--- config.mk ---
export PLATFORM = sky130hd
export DESIGN_NAME = seg7_scan_ctrl
export DESIGN_NICKNAME = d
export VERILOG_FILES = /design/src/rtl/seg7_scan_ctrl.sv
export SDC_FILE = /design/constraint.sdc
export NUM_CORES = 1
export LEC_CHECK = 0
export BUFFER_PORTS_ARGS = -buffer_cell sky130_fd_sc_hd__buf_2
export CORE_MARGIN = 2
export CORE_UTILIZATION = 45
export DETAILED_ROUTE_END_ITERATION = 10
export GPL_TIMING_DRIVEN = 0
export PLACE_DENSITY = 0.67
export RECOVER_POWER = 100
export SLEW_MARGIN = 20
export SYNTH_ARGS = -nofsm -noshare
export SYNTH_HDL_FRONTEND = slang
export SYNTH_SLANG_ARGS = --single-unit
--- constraint.sdc ---
create_clock -name clk -period 2.3 [get_ports clk]
set_input_delay 0.345 -clock clk [delete_from_list [all_inputs] [get_ports clk]]
set_output_delay 0.345 -clock clk [all_outputs]
set_load 0.1 [all_outputs]
--- src/rtl/seg7_scan_ctrl.sv ---
// N-digit multiplexed 7-segment scan controller with frame-synchronous shadow
// latching, leading-zero blanking, dead time between digits and selectable
// output polarity. Single clock domain; prescalers produce clock enables.
module seg7_scan_ctrl #(
  parameter int unsigned N_DIGITS    = 4,
  parameter int unsigned CLK_HZ      = 50_000_000,
  parameter int unsigned SCAN_HZ     = 1000,
  parameter int unsigned FRESH_HZ    = 1,
  parameter int unsigned DEAD_CYC    = 2,
  parameter int unsigned SEG_ACT_LOW = 1,
  parameter int unsigned COM_ACT_LOW = 1
) (
  input  logic                  clk,
  input  logic                  rst,
  input  logic [4*N_DIGITS-1:0] i_data,
  input  logic [N_DIGITS-1:0]   i_dp,
  input  logic                  i_blank_lz,
  input  logic                  i_update,
  output logic [6:0]            smg_seg,
  output logic                  smg_dp,
  output logic [N_DIGITS-1:0]   smg_com,
  output logic                  o_frame
);

  localparam int unsigned SCAN_DIV  = CLK_HZ / SCAN_HZ;
  localparam int unsigned FRESH_DIV = CLK_HZ / FRESH_HZ;
  localparam int unsigned SW        = $clog2(SCAN_DIV);
  localparam int unsigned FW        = $clog2(FRESH_DIV);
  localparam int unsigned IW        = (N_DIGITS > 1) ? $clog2(N_DIGITS) : 1;

  localparam logic [SW-1:0] SCAN_LAST  = SW'(SCAN_DIV - 1);
  localparam logic [FW-1:0] FRESH_LAST = FW'(FRESH_DIV - 1);
  localparam logic [SW-1:0] DEAD_LAST  = SW'((DEAD_CYC > 0) ? DEAD_CYC - 1 : 0);
  localparam logic [IW-1:0] IDX_LAST   = IW'(N_DIGITS - 1);

  localparam logic [N_DIGITS-1:0] COM_OFF = (COM_ACT_LOW != 0) ? '1 : '0;
  localparam logic [6:0]          SEG_OFF = (SEG_ACT_LOW != 0) ? '1 : '0;
  localparam logic                DP_OFF  = (SEG_ACT_LOW != 0);

  // S_IDLE only exists between reset and the first scan_tick so that the
  // first digit shown after reset is digit 0.
  typedef enum logic [1:0] {
    S_IDLE,
    S_DEAD,
    S_ON
  } state_t;

  state_t                  state;
  logic [SW-1:0]           scan_cnt;
  logic [FW-1:0]           fresh_cnt;
  logic [SW-1:0]           dead_cnt;
  logic [IW-1:0]           idx;
  logic                    latch_req;
  logic [4*N_DIGITS-1:0]   shadow_data;
  logic [N_DIGITS-1:0]     shadow_dp;

  logic                    scan_tick;
  logic                    fresh_tick;
  logic                    frame_tick;
  logic                    req_now;

  logic [3:0]              cur_nib;
  logic                    cur_dp;
  logic                    cur_blank;
  logic                    lz_run;
  logic [N_DIGITS-1:0]     com_hot;
  logic [6:0]              seg_hi;

  assign scan_tick  = (scan_cnt == SCAN_LAST);
  assign fresh_tick = (fresh_cnt == FRESH_LAST);
  assign frame_tick = scan_tick && (idx == IDX_LAST);
  assign req_now    = latch_req | fresh_tick | i_update;

  // Scan and refresh prescalers
  always_ff @(posedge clk) begin
    if (rst) begin
      scan_cnt  <= '0;
      fresh_cnt <= '0;
    end else begin
      scan_cnt  <= scan_tick  ? '0 : scan_cnt + 1'b1;
      fresh_cnt <= fresh_tick ? '0 : fresh_cnt + 1'b1;
    end
  end

  // Digit FSM: every scan_tick advances the digit and opens a dead window
  always_ff @(posedge clk) begin
    if (rst) begin
      state    <= S_IDLE;
      idx      <= '0;
      dead_cnt <= '0;
    end else if (scan_tick) begin
      if (state != S_IDLE) begin
        idx <= (idx == IDX_LAST) ? '0 : idx + 1'b1;
      end
      dead_cnt <= '0;
      state    <= (DEAD_CYC == 0) ? S_ON : S_DEAD;
    end else if (state == S_DEAD) begin
      if (dead_cnt == DEAD_LAST) begin
        state <= S_ON;
      end else begin
        dead_cnt <= dead_cnt + 1'b1;
      end
    end
  end

  // Shadow register loads only at a frame boundary; requests merge until then
  always_ff @(posedge clk) begin
    if (rst) begin
      latch_req   <= 1'b0;
      shadow_data <= '0;
      shadow_dp   <= '0;
      o_frame     <= 1'b0;
    end else begin
      o_frame <= frame_tick & req_now;
      if (frame_tick && req_now) begin
        shadow_data <= i_data;
        shadow_dp   <= i_dp;
        latch_req   <= 1'b0;
      end else begin
        latch_req <= req_now;
      end
    end
  end

  // Active-digit select and leading-zero blanking, walking from the top digit down
  always_comb begin
    cur_nib   = '0;
    cur_dp    = 1'b0;
    cur_blank = 1'b0;
    com_hot   = '0;
    lz_run    = i_blank_lz;
    for (int unsigned j = 0; j < N_DIGITS; j++) begin
      lz_run = lz_run && (shadow_data[4*(N_DIGITS-1-j) +: 4] == 4'h0)
                      && !shadow_dp[N_DIGITS-1-j];
      if (idx == IW'(N_DIGITS - 1 - j)) begin
        cur_nib   = shadow_data[4*(N_DIGITS-1-j) +: 4];
        cur_dp    = shadow_dp[N_DIGITS-1-j];
        cur_blank = lz_run && (j != N_DIGITS - 1);
        com_hot[N_DIGITS-1-j] = 1'b1;
      end
    end
  end

  // Hex to segment decode, active-high {g,f,e,d,c,b,a}
  always_comb begin
    seg_hi = 7'h00;
    case (cur_nib)
      4'h0: seg_hi = 7'h3F;
      4'h1: seg_hi = 7'h06;
      4'h2: seg_hi = 7'h5B;
      4'h3: seg_hi = 7'h4F;
      4'h4: seg_hi = 7'h66;
      4'h5: seg_hi = 7'h6D;
      4'h6: seg_hi = 7'h7D;
      4'h7: seg_hi = 7'h07;
      4'h8: seg_hi = 7'h7F;
      4'h9: seg_hi = 7'h6F;
      4'hA: seg_hi = 7'h77;
      4'hB: seg_hi = 7'h7C;
      4'hC: seg_hi = 7'h39;
      4'hD: seg_hi = 7'h5E;
      4'hE: seg_hi = 7'h79;
      4'hF: seg_hi = 7'h71;
      default: seg_hi = 7'h00;
    endcase
  end

  // Registered pin drivers; everything dark outside the ON state
  always_ff @(posedge clk) begin
    if (rst) begin
      smg_com <= COM_OFF;
      smg_seg <= SEG_OFF;
      smg_dp  <= DP_OFF;
    end else if (state == S_ON) begin
      smg_com <= (COM_ACT_LOW != 0) ? ~com_hot : com_hot;
      if (cur_blank) begin
        smg_seg <= SEG_OFF;
      end else begin
        smg_seg <= (SEG_ACT_LOW != 0) ? ~seg_hi : seg_hi;
      end
      smg_dp  <= (SEG_ACT_LOW != 0) ? ~cur_dp : cur_dp;
    end else begin
      smg_com <= COM_OFF;
      smg_seg <= SEG_OFF;
      smg_dp  <= DP_OFF;
    end
  end

endmodule

* Yosys cells after proc, flatten, opt, wreduce, memory -nomap -nowiden
Memory sizes are Yosys's and may differ from the RTL's.
Index checks and enable logic that the tools add are counted.
** Word-level totals
- Register bits :: 96
- Bits in read-only memories :: 112
- Output and inout bits :: 13
- Memories :: 1
** Operators by class
- $add $sub $neg :: 4
- Eq/ne operators :: 8
- Mux-type cells :: 20
- Bitwise gates (word level) :: 8
- Reduce and logical (&&, ||, !) cells :: 27
** Memory list
- (no name shown) :: words 16, bits a word 7, rd ports 1, clocked after memory_dff 0, wr ports 0, RTL line 147 : case (cur_nib)
** Operator list (count)
- 16-bit by 1-bit adder with 16-bit output (second input constant) :: 2
- 26-bit by 1-bit adder with 26-bit output (second input constant) :: 1
- 26-bit == test (second input constant) :: 1
- 16-bit by 1-bit == test with 1-bit output (second input constant) :: 1
- 16-bit == test (second input constant) :: 1
- 4-bit two-way mux :: 4
- 1-bit two-way mux :: 15
- 4-bit logical NOT :: 3
- 1-bit logical AND :: 8
- 2-bit AND reduction :: 4
- 2-bit OR reduction :: 4
- 7-bit inverter :: 1
- 2-bit == test (second input constant) :: 3
- 2-bit nonzero test :: 3
- 2-bit by 1-bit == test with 1-bit output (second input constant) :: 2
- 4-bit inverter :: 1
- 1-bit logical NOT :: 3
- 1-bit inverter :: 3
- 3-bit OR reduction :: 1
- 2-bit by 1-bit adder with 2-bit output (second input constant) :: 1
- 2-bit logical NOT :: 1
- 2-bit two-way mux :: 1
- 1-bit OR :: 2
- 1-bit AND :: 1

* Depth between registers and ports, before layout
Gate-level depths: netlist of the first run.
- Depth after elaboration :: 10
- Gate-level depth with buffers :: 12

* Worst setup path before layout of the first run
Ideal clock, no wire load.
- Path type :: reg2reg
- From :: register idx[0]
- To :: register smg_seg[4]
- Arrival time :: 2.156 ns
- Path slack :: 0.070 ns
- Cell stages (with the launch flop) :: 13
- Buffers on the path :: 1
- Clock period less this slack :: 2.230 ns
- Cell sequence :: dfxtp_1 inv_1 ha_1 clkbuf_1 nand3b_1 a22o_1 o21a_1 inv_1 ha_1 mux2i_1 a21boi_0 o41ai_1 o21ai_0
** Between the ends
- Word-level cells in the longest chain between the ends :: 7
- Elaborated cells on any way between the ends :: 15
- Classes of those cells :: 3 x eq/ne; 8 x mux; 1 x bitwise; 2 x reduce/logical; 1 x memory
** Ends and longest elaborated chain
- start: declaration :: RTL line 52 : logic [IW-1:0] idx;
- start signal: assignment :: RTL line 93 : idx <= (idx == IDX_LAST) ? '0 : idx + 1'b1;
- 2-bit == test :: RTL line 135 : if (idx == IW'(N_DIGITS - 1 - j)) begin
- 4-bit two-way mux (4 in series) :: RTL line 135
- memory read 16 x 7 bit
- 7-bit inverter :: RTL line 179 : smg_seg <= (SEG_ACT_LOW != 0) ? ~seg_hi : seg_hi;
- end signal: assignment :: RTL line 179
- end: declaration :: RTL line 19 : output logic [6:0] smg_seg,
Parallel ways exist; a longest one is shown, timed or not.
A chain may end at the register's enable or synchronous reset.

* Final worst setup path of the first run
Same ends and word-level chain as after synthesis.

==> results.md, run 1 <==
* LEAKAGE at 1.98 nW
* I/O Buffers at 35
* Vias at 3607
* Max Clk Rate at 0.461 GHz
* Clock latency on the worst-skew pair at 0.36 ns
* Flops & latches, synth at 96
* Worst-case reg-to-reg path depth at 11
* Die area at 0.0109 mm2
* # IOs at 37
* WS Path Type: reg -> reg
* Seq/Total Area, Yosys at 42.2%
* Setup-failing EPs final at 0
* Post-route DRC violation count at 0
* GRT overflow at 0
* Max-cap viol count at 0
* Pin count of the biggest net entering global routing at 16
* Root Driver: clkbuf_8
* Slew headroom at 21.3%
* Final hold slack at 0.259 ns
* H-Tree Depth at 3
* Largest delay share family, worst path: compound AO/OA/AOI/OAI gates
* Worst Tran Pin Value at 1.19 ns
* First-pass GRT wire length at 15400 um
* Yosys warns at 0
* Drt first-iter violations at 142
* Critical Path Start Type: flip-flop
* WL/cell at 13.0 um
* Met2 Resource Use GR at 28.9%
* Mapped Nets at 550
* CP required at 2.59 ns
* Syn_area_per_cell at 8.89 um2
* Drt first pass iters at 4
* M1 GR Usage at 20.5%
* Starting Density at 46.5%
* Hold Crit Class: in -> reg
* CP Data Arrival Time at 2.46 ns
* Num CTS Buffers at 9
* Unique cell type count in the Yosys netlist at 48
* Area delta synth->final at 12.3%
* Post-synth EDFFs at 0
* Row cnt at 36
* Busiest layer in global routing: met2
* Dpl hpwl at 6580 um
* Total clock sinks at 96
* Primary FF master, synth: dfxtp_1
* Vias in the first global route at 3523
* Setup repair after global routing missed its margin: yes
* Final period utilization at 94.4%
* Worst-path cell chain: inv_1 -> ha_2 -> nand3b_1 -> a22o_1 -> o21a_2 -> inv_2 -> ha_4 -> mux2i_1 -> a21boi_0 -> o41ai_1 -> o21ai_1
* Pwr/cell area at 561 mW/mm2
* Total Routing Usage GR at 17.0%
* Largest fanout on the critical path at 14
* Final-stage net count at 595
* Final TNS setup at 0 ns
* Layout cells sized above 1 at 12.3%
* Placed insts at 680
* Crit path max-delay cell type: dfxtp_2
* Longest Clk Path Bufs at 2
* Worst-path clk slew at 0.09 ns
* Final slew viol count at 0
* Die height at 105 um
* Outcome: finished, final reports clean
* Post-synthesis cell area at 0.00455 mm2
* Hold Path Depth at 3
* Hold violation count in the final report at 0
* N_diodes at 0
* CTS tree: yes
* Vias per inst at 5.20
* Buf/Inv on CP at 2
* Slowest stage delay, CP at 0.36 ns
* VDD IR max at 0.311 mV
* Crit end category: flip-flop
* Antenna Nets Post-Route at 0
* Most frequent cells in the layout: dfxtp_1 (94), nor2_1 (73), xor2_1 (37)
* Commonest non-fill, non-tap cell in the layout: dfxtp_1
* Setup Skew at 0.00934 ns
* Asr flop ratio synth at 0%
* Worst path depth at 11
* Core Area at 0.00977 mm2
* Met3 Use GR at 4.68%
* DRT Wirelength at 9010 um
* Post-route insts no fill at 694
* Die width at 105 um
* Mapped Cells at 512
* Global placer's final weighted congestion at 0.832
* Antenna violations before repair at 0
* Tmin final at 2.17 ns
worst register-to-register path, stage by stage (launching register included):
cell	delay, ns
dfxtp_2	0.36
inv_1	0.08
ha_2	0.26
nand3b_1	0.18
a22o_1	0.22
o21a_2	0.25
inv_2	0.09
ha_4	0.18
mux2i_1	0.08
a21boi_0	0.16
o41ai_1	0.09
o21ai_1	0.13
path summary, 6_finish.rpt:
| path | from | end | slack (ns) |
|---|---|---|---|
| worst max-delay path | idx[0]$_SDFFE_PP0P_ | smg_seg[4]$_SDFF_PP1_ | 0.13 |
| worst min-delay path | i_update | latch_req$_SDFF_PP0_ | 0.26 |
| worst max register to register | idx[0]$_SDFFE_PP0P_ | smg_seg[4]$_SDFF_PP1_ | 0.13 |
| worst min register to register | fresh_cnt[0]$_SDFF_PP0_ | fresh_cnt[0]$_SDFF_PP0_ | 0.46 |
per-layer routing:
layer / vias up / wire [um]
met1: 1665 / 4280
met5: - / 0
met4: 0 / 227
li1: 1857 / -
met3: 22 / 330
met2: 63 / 4180
registers in the layout, summed over array words and instances (netlist names):
signal,count
dead_cnt,16
fresh_cnt,26
idx,2
latch_req,1
o_frame,1
scan_cnt,16
shadow_data,16
shadow_dp,4
smg_com,4
smg_dp,1
smg_seg,7
state,2
final cells by class:
cell class                      instances  area (um2)
Tap cell                              133         166
Sequential cell                        96        1920
Timing Repair Buffer                   37         170
Multi-Input combinational cell        376        2480
Inverter                               14        52.6
Clock buffer                           10         138
Clock inverter                          5        56.3
Buffer                                 23         125
Fill cell                             943        4660
repair_timing:
item | CTS | global route
hold buffers | 0 | 0
setup endpoints to repair | 7 | 24
setup buffers | 0 | 2
pin swaps | 0 | 1
gates resized for setup | 10 | 9
logic make-up after synthesis:
family	share of synthesized area (%)
XOR/XNOR	10.4
AND/OR/NAND/NOR	25.9
flip-flops	42.2
multiplexers	1.60
adder cells (fa/ha/maj)	3.85
buffers and inverters	3.96
AO/OA/AOI/OAI	12.1
synth_stat cells, types with 2 or more instances:
cell type / number / area [um2]
a211o_1: 2 / 17.5
a211oi_1: 2 / 15.0
a21boi_0: 19 / 143
a21oi_1: 12 / 60.1
a22o_1: 2 / 17.5
and2_1: 7 / 43.8
and3_1: 31 / 194
and3b_1: 2 / 17.5
and4_1: 8 / 70.1
buf_2: 3 / 15.0
buf_4: 7 / 52.6
clkbuf_1: 16 / 60.1
dfxtp_1: 96 / 1920
ha_1: 14 / 175
inv_1: 14 / 52.6
mux2_2: 2 / 22.5
mux2i_1: 5 / 50.1
nand2_1: 29 / 109
nand2b_1: 2 / 12.5
nand3_1: 21 / 105
nand3b_1: 4 / 30.0
nand4_1: 17 / 106
nor2_1: 74 / 278
nor2b_1: 4 / 25.0
nor3_1: 7 / 35.0
nor3b_1: 2 / 15.0
nor4_1: 4 / 25.0
nor4_2: 2 / 25.0
nor4b_1: 3 / 26.3
o211a_1: 2 / 20.0
o21a_1: 21 / 158
o21ai_0: 9 / 45.0
o221ai_1: 2 / 17.5
xnor2_1: 17 / 149
xor2_1: 37 / 324
power breakdown:
part	switching [mW]	total, mW	leakage (nW)	internal [mW]
registers	0.00878	1.68	0.776	1.67
logic	0.0487	0.0847	1.11	0.0361
clock network	0.575	1.10	0.0985	0.527
metrics by stage:
stage | utilization (%) | power (mW) | worst slack, ns | cell area (um2)
after floorplan | - | 1.77 | 0.0700 | 4550
after global placement | 50.0 | 1.80 | -0.314 | 4890
after detailed placement | 50.0 | 1.80 | -0.375 | 4890
after CTS | 52.2 | 2.90 | 0.00210 | 5100
after global routing | 52.3 | 2.98 | -0.0286 | 5110
final | 52.3 | 2.87 | 0.130 | 5110
Note: power is estimated with default switching activity, not from simulation.
==> run 2, diff against run 1 <==
--- a/config.mk
+++ b/config.mk
@@ -7,10 +7,10 @@
 export LEC_CHECK = 0
 export BUFFER_PORTS_ARGS = -buffer_cell sky130_fd_sc_hd__buf_2
 export CORE_MARGIN = 2
-export CORE_UTILIZATION = 45
+export CORE_UTILIZATION = 54
 export DETAILED_ROUTE_END_ITERATION = 10
 export GPL_TIMING_DRIVEN = 0
-export PLACE_DENSITY = 0.67
+export PLACE_DENSITY = 0.78
 export RECOVER_POWER = 100
 export SLEW_MARGIN = 20
 export SYNTH_ARGS = -nofsm -noshare
==> constraint.sdc (replaced) <==
create_clock -name clk -period 2.3 [get_ports clk]
set_input_delay 0.345 -clock clk [delete_from_list [all_inputs] [get_ports clk]]
set_output_delay 0.345 -clock clk [all_outputs]
set_load 0.005 [all_outputs]
==> run 2 against run 1 <==
  * Sequential power barely moved
  * Combinational power down 0.9%
  * Register-to-register slack worse by 0.04 ns
  * Worst hold slack improved by 0.033 ns
  * Flip-flop and latch count stayed put
  * Clock power is 19% higher
  * Power rose by 7.1%
  * Critical path type unchanged
  * Highest routed layer unchanged
==> results.md, run 2 (synthesis gave the netlist of run 1 again) <==
* N_diodes at 0 (unchanged)
* Vias at 3624 (+0.47%)
* Setup repair after global routing missed its margin: no
* Fillcell total at 691 (-27%)
* LEAKAGE at 2.02 nW (+1.8%)
* Area delta synth->final at 13.3%
* Longest Clk Path Bufs at 2 (unchanged)
* Antenna violations before repair at 0 (unchanged)
* Commonest non-fill, non-tap cell in the layout: dfxtp_1
* Final period utilization at 95.9% (+1.6 points)
* Die height at 95.8 um (-8.4%)
* Setup Skew at 0.00914 ns (-0.000197 ns)
* Dpl hpwl at 6510 um (-1.1%)
* Placed insts at 652 (-4.1%)
* Placement Setup Slack at -0.364 ns (+0.0115 ns)
* Combinational share of power at 2.7% (-0.3 points)
* Row cnt at 33 (-8.3%)
* Antenna Nets Post-Route at 0 (unchanged)
* H-Tree Depth at 3 (unchanged)
* Total Routing Usage GR at 21.4% (+4.4 points)
* Max-cap viol count at 0 (unchanged)
* VDD IR max at 0.356 mV (+14%)
* Crit end category: flip-flop
* Vias per inst at 5.43 (+4.4%)
* First-pass GRT wire length at 15600 um (+1.1%)
* CP required at 2.56 ns (-0.03 ns)
* Pwr/cell area at 596 mW/mm2 (+6.2%)
* Hold violation count in the final report at 0 (unchanged)
* Post-route DRC violation count at 0 (unchanged)
* Most frequent cells in the layout: dfxtp_1 (94), nor2_1 (73), xor2_1 (37)
* Die width at 95.8 um (-8.4%)
* Slew headroom at 55.8% (+35 points)
* Clock latency on the worst-skew pair at 0.36 ns (about the same)
* Hold Crit Class: in -> reg
* Worst-path cell chain: inv_1 -> ha_4 -> clkbuf_8 -> a21oi_1 -> o21ai_0 -> a22o_1 -> clkbuf_4 -> ha_1 -> mux2i_1 -> mux2_2 -> nand2_1
* Sw Ratio at 20.8% (-1.3 points)
* Outcome: finished, final reports clean
* Final slew viol count at 0 (unchanged)
* WS Path Type: reg -> reg
* Layout cells sized above 1 at 13.3% (+1.0 points)
* Switch Pwr at 0.638 mW (+0.97%)
* DRT Wirelength at 9010 um (about the same)
* I/O Buffers at 35 (unchanged)
* CTS tree: yes
* Num CTS Buffers at 9 (unchanged)
* Post-route insts no fill at 668 (-3.7%)
* Part of the power in the clock network at 42.6% (+4.2 points)
* Core Area at 0.00818 mm2 (-16%)
* Max Clk Rate at 0.453 GHz (-1.6%)
* Die area at 0.00917 mm2 (-16%)
* Starting Density at 55.6% (+9.1 points)
* Largest register FFs at 26 (unchanged)
* Largest fanout on the critical path at 10 (-4)
* Slowest stage delay, CP at 0.39 ns (+0.03 ns)
* Tmin final at 2.21 ns (+0.0360 ns)
* Crit path max-delay cell type: dfxtp_2
* Critical Path Start Type: flip-flop
* Min setup slack post-route at 0.0937 ns (-0.0360 ns)
* Internal power at 2.43 mW (+8.8%)
* Total clock sinks at 96 (unchanged)
* GRT overflow at 0 (unchanged)
* Pin count of the biggest net entering global routing at 17 (+1)
* Drt first pass iters at 5 (+1)
* Sequential Power Share at 54.7% (-3.9 points)
* Root Driver: clkbuf_8
* Setup-failing EPs final at 0 (unchanged)
* Worst-path clk slew at 0.09 ns (about the same)
* Vias in the first global route at 3577 (+1.5%)
* Global placer's final weighted congestion at 0.836 (+0.51%)
* Top reg by flops: fresh_cnt
* Final-stage net count at 596 (+0.17%)
* # IOs at 37 (unchanged)
* Drt first-iter violations at 80 (-44%)
* CP Data Arrival Time at 2.46 ns (about the same)
* WL/cell at 13.5 um (+3.9%)
* Worst Tran Pin Value at 0.661 ns (-0.525 ns)
==> run 2: changes by cell type in the layout (fill, tap and decap cells not counted), sizes merged <==
cell	delta
bufinv	+2
clkbuf	-4
buf	+4
==> run 2: final timing paths <==
path                           startpoint                       to  slack, ns  cells after the start
hold reg to reg   fresh_cnt[0]$_SDFF_PP0_  fresh_cnt[0]$_SDFF_PP0_       0.47                      1
setup reg to reg      idx[1]$_SDFFE_PP0P_    smg_seg[3]$_SDFF_PP1_       0.09                     11
setup / recovery      idx[1]$_SDFFE_PP0P_    smg_seg[3]$_SDFF_PP1_       0.09                     11
hold / removal                   i_update     latch_req$_SDFF_PP0_       0.29                      3
==> run 2: stage by stage <==
step                      total power [mW]  setup TNS, ns  hold slack [ns]  util [%]  cell area, um2
after global placement                1.80         -0.447            0.438      59.4            4860
after detailed placement              1.80          -1.01            0.450      59.4            4860
after global routing                  3.17              0            0.327      63.0            5150
after floorplan                       1.77              0            0.426         -            4550
after CTS                             3.09              0            0.286      62.9            5140
final                                 3.07              0            0.292      63.0            5150
==> run 2: critical path: cells and delay by family, from the launching register on <==
| kind | cells | cell delay (ns) |
|---|---|---|
| compound gates | 3 | 0.52 |
| fa+ha+maj | 2 | 0.41 |
| simple gates | 1 | 0.05 |
| mux | 2 | 0.33 |
| buf+inv | 3 | 0.42 |
| flops | 1 | 0.39 |
==> run 2: area by class of cell <==
cell class / instances / area (um2) / share of cell area [%]
plain buffers: 22 / 120 / 2.33
clock buffers: 9 / 124 / 2.40
clock inverters: 7 / 119 / 2.31
inverters: 14 / 52.6 / 1.02
multi-input cells: 376 / 2490 / 48.3
flip-flops and latches: 96 / 1930 / 37.4
well taps: 105 / 131 / 2.55
repair buffers: 39 / 191 / 3.72
==> run 2: power groups by stage <==
stage / clock network, mW / registers [mW] / logic, mW
3_3_place_gp: 0 / 1.72 / 0.0820
4_1_cts: 1.33 / 1.68 / 0.0845
2_1_floorplan: 0 / 1.72 / 0.0518
5_1_grt: 1.39 / 1.68 / 0.0949
3_5_place_dp: 0 / 1.72 / 0.0841
6_report: 1.31 / 1.68 / 0.0839
==> run 2: per-layer routing <==
metal  global-route usage [%]  wire length (um)
met5                        0                 0
met4                     8.33               167
met2                     37.9              4310
met1                     25.4              4240
met3                     4.46               293
==> run 2: what timing repair did <==
action                     in CTS  in global routing
buffers inserted                2                  2
pin swaps                       1                  2
resized for setup              12                  9
hold buffers                    0                  0
setup endpoints to repair       7                 23
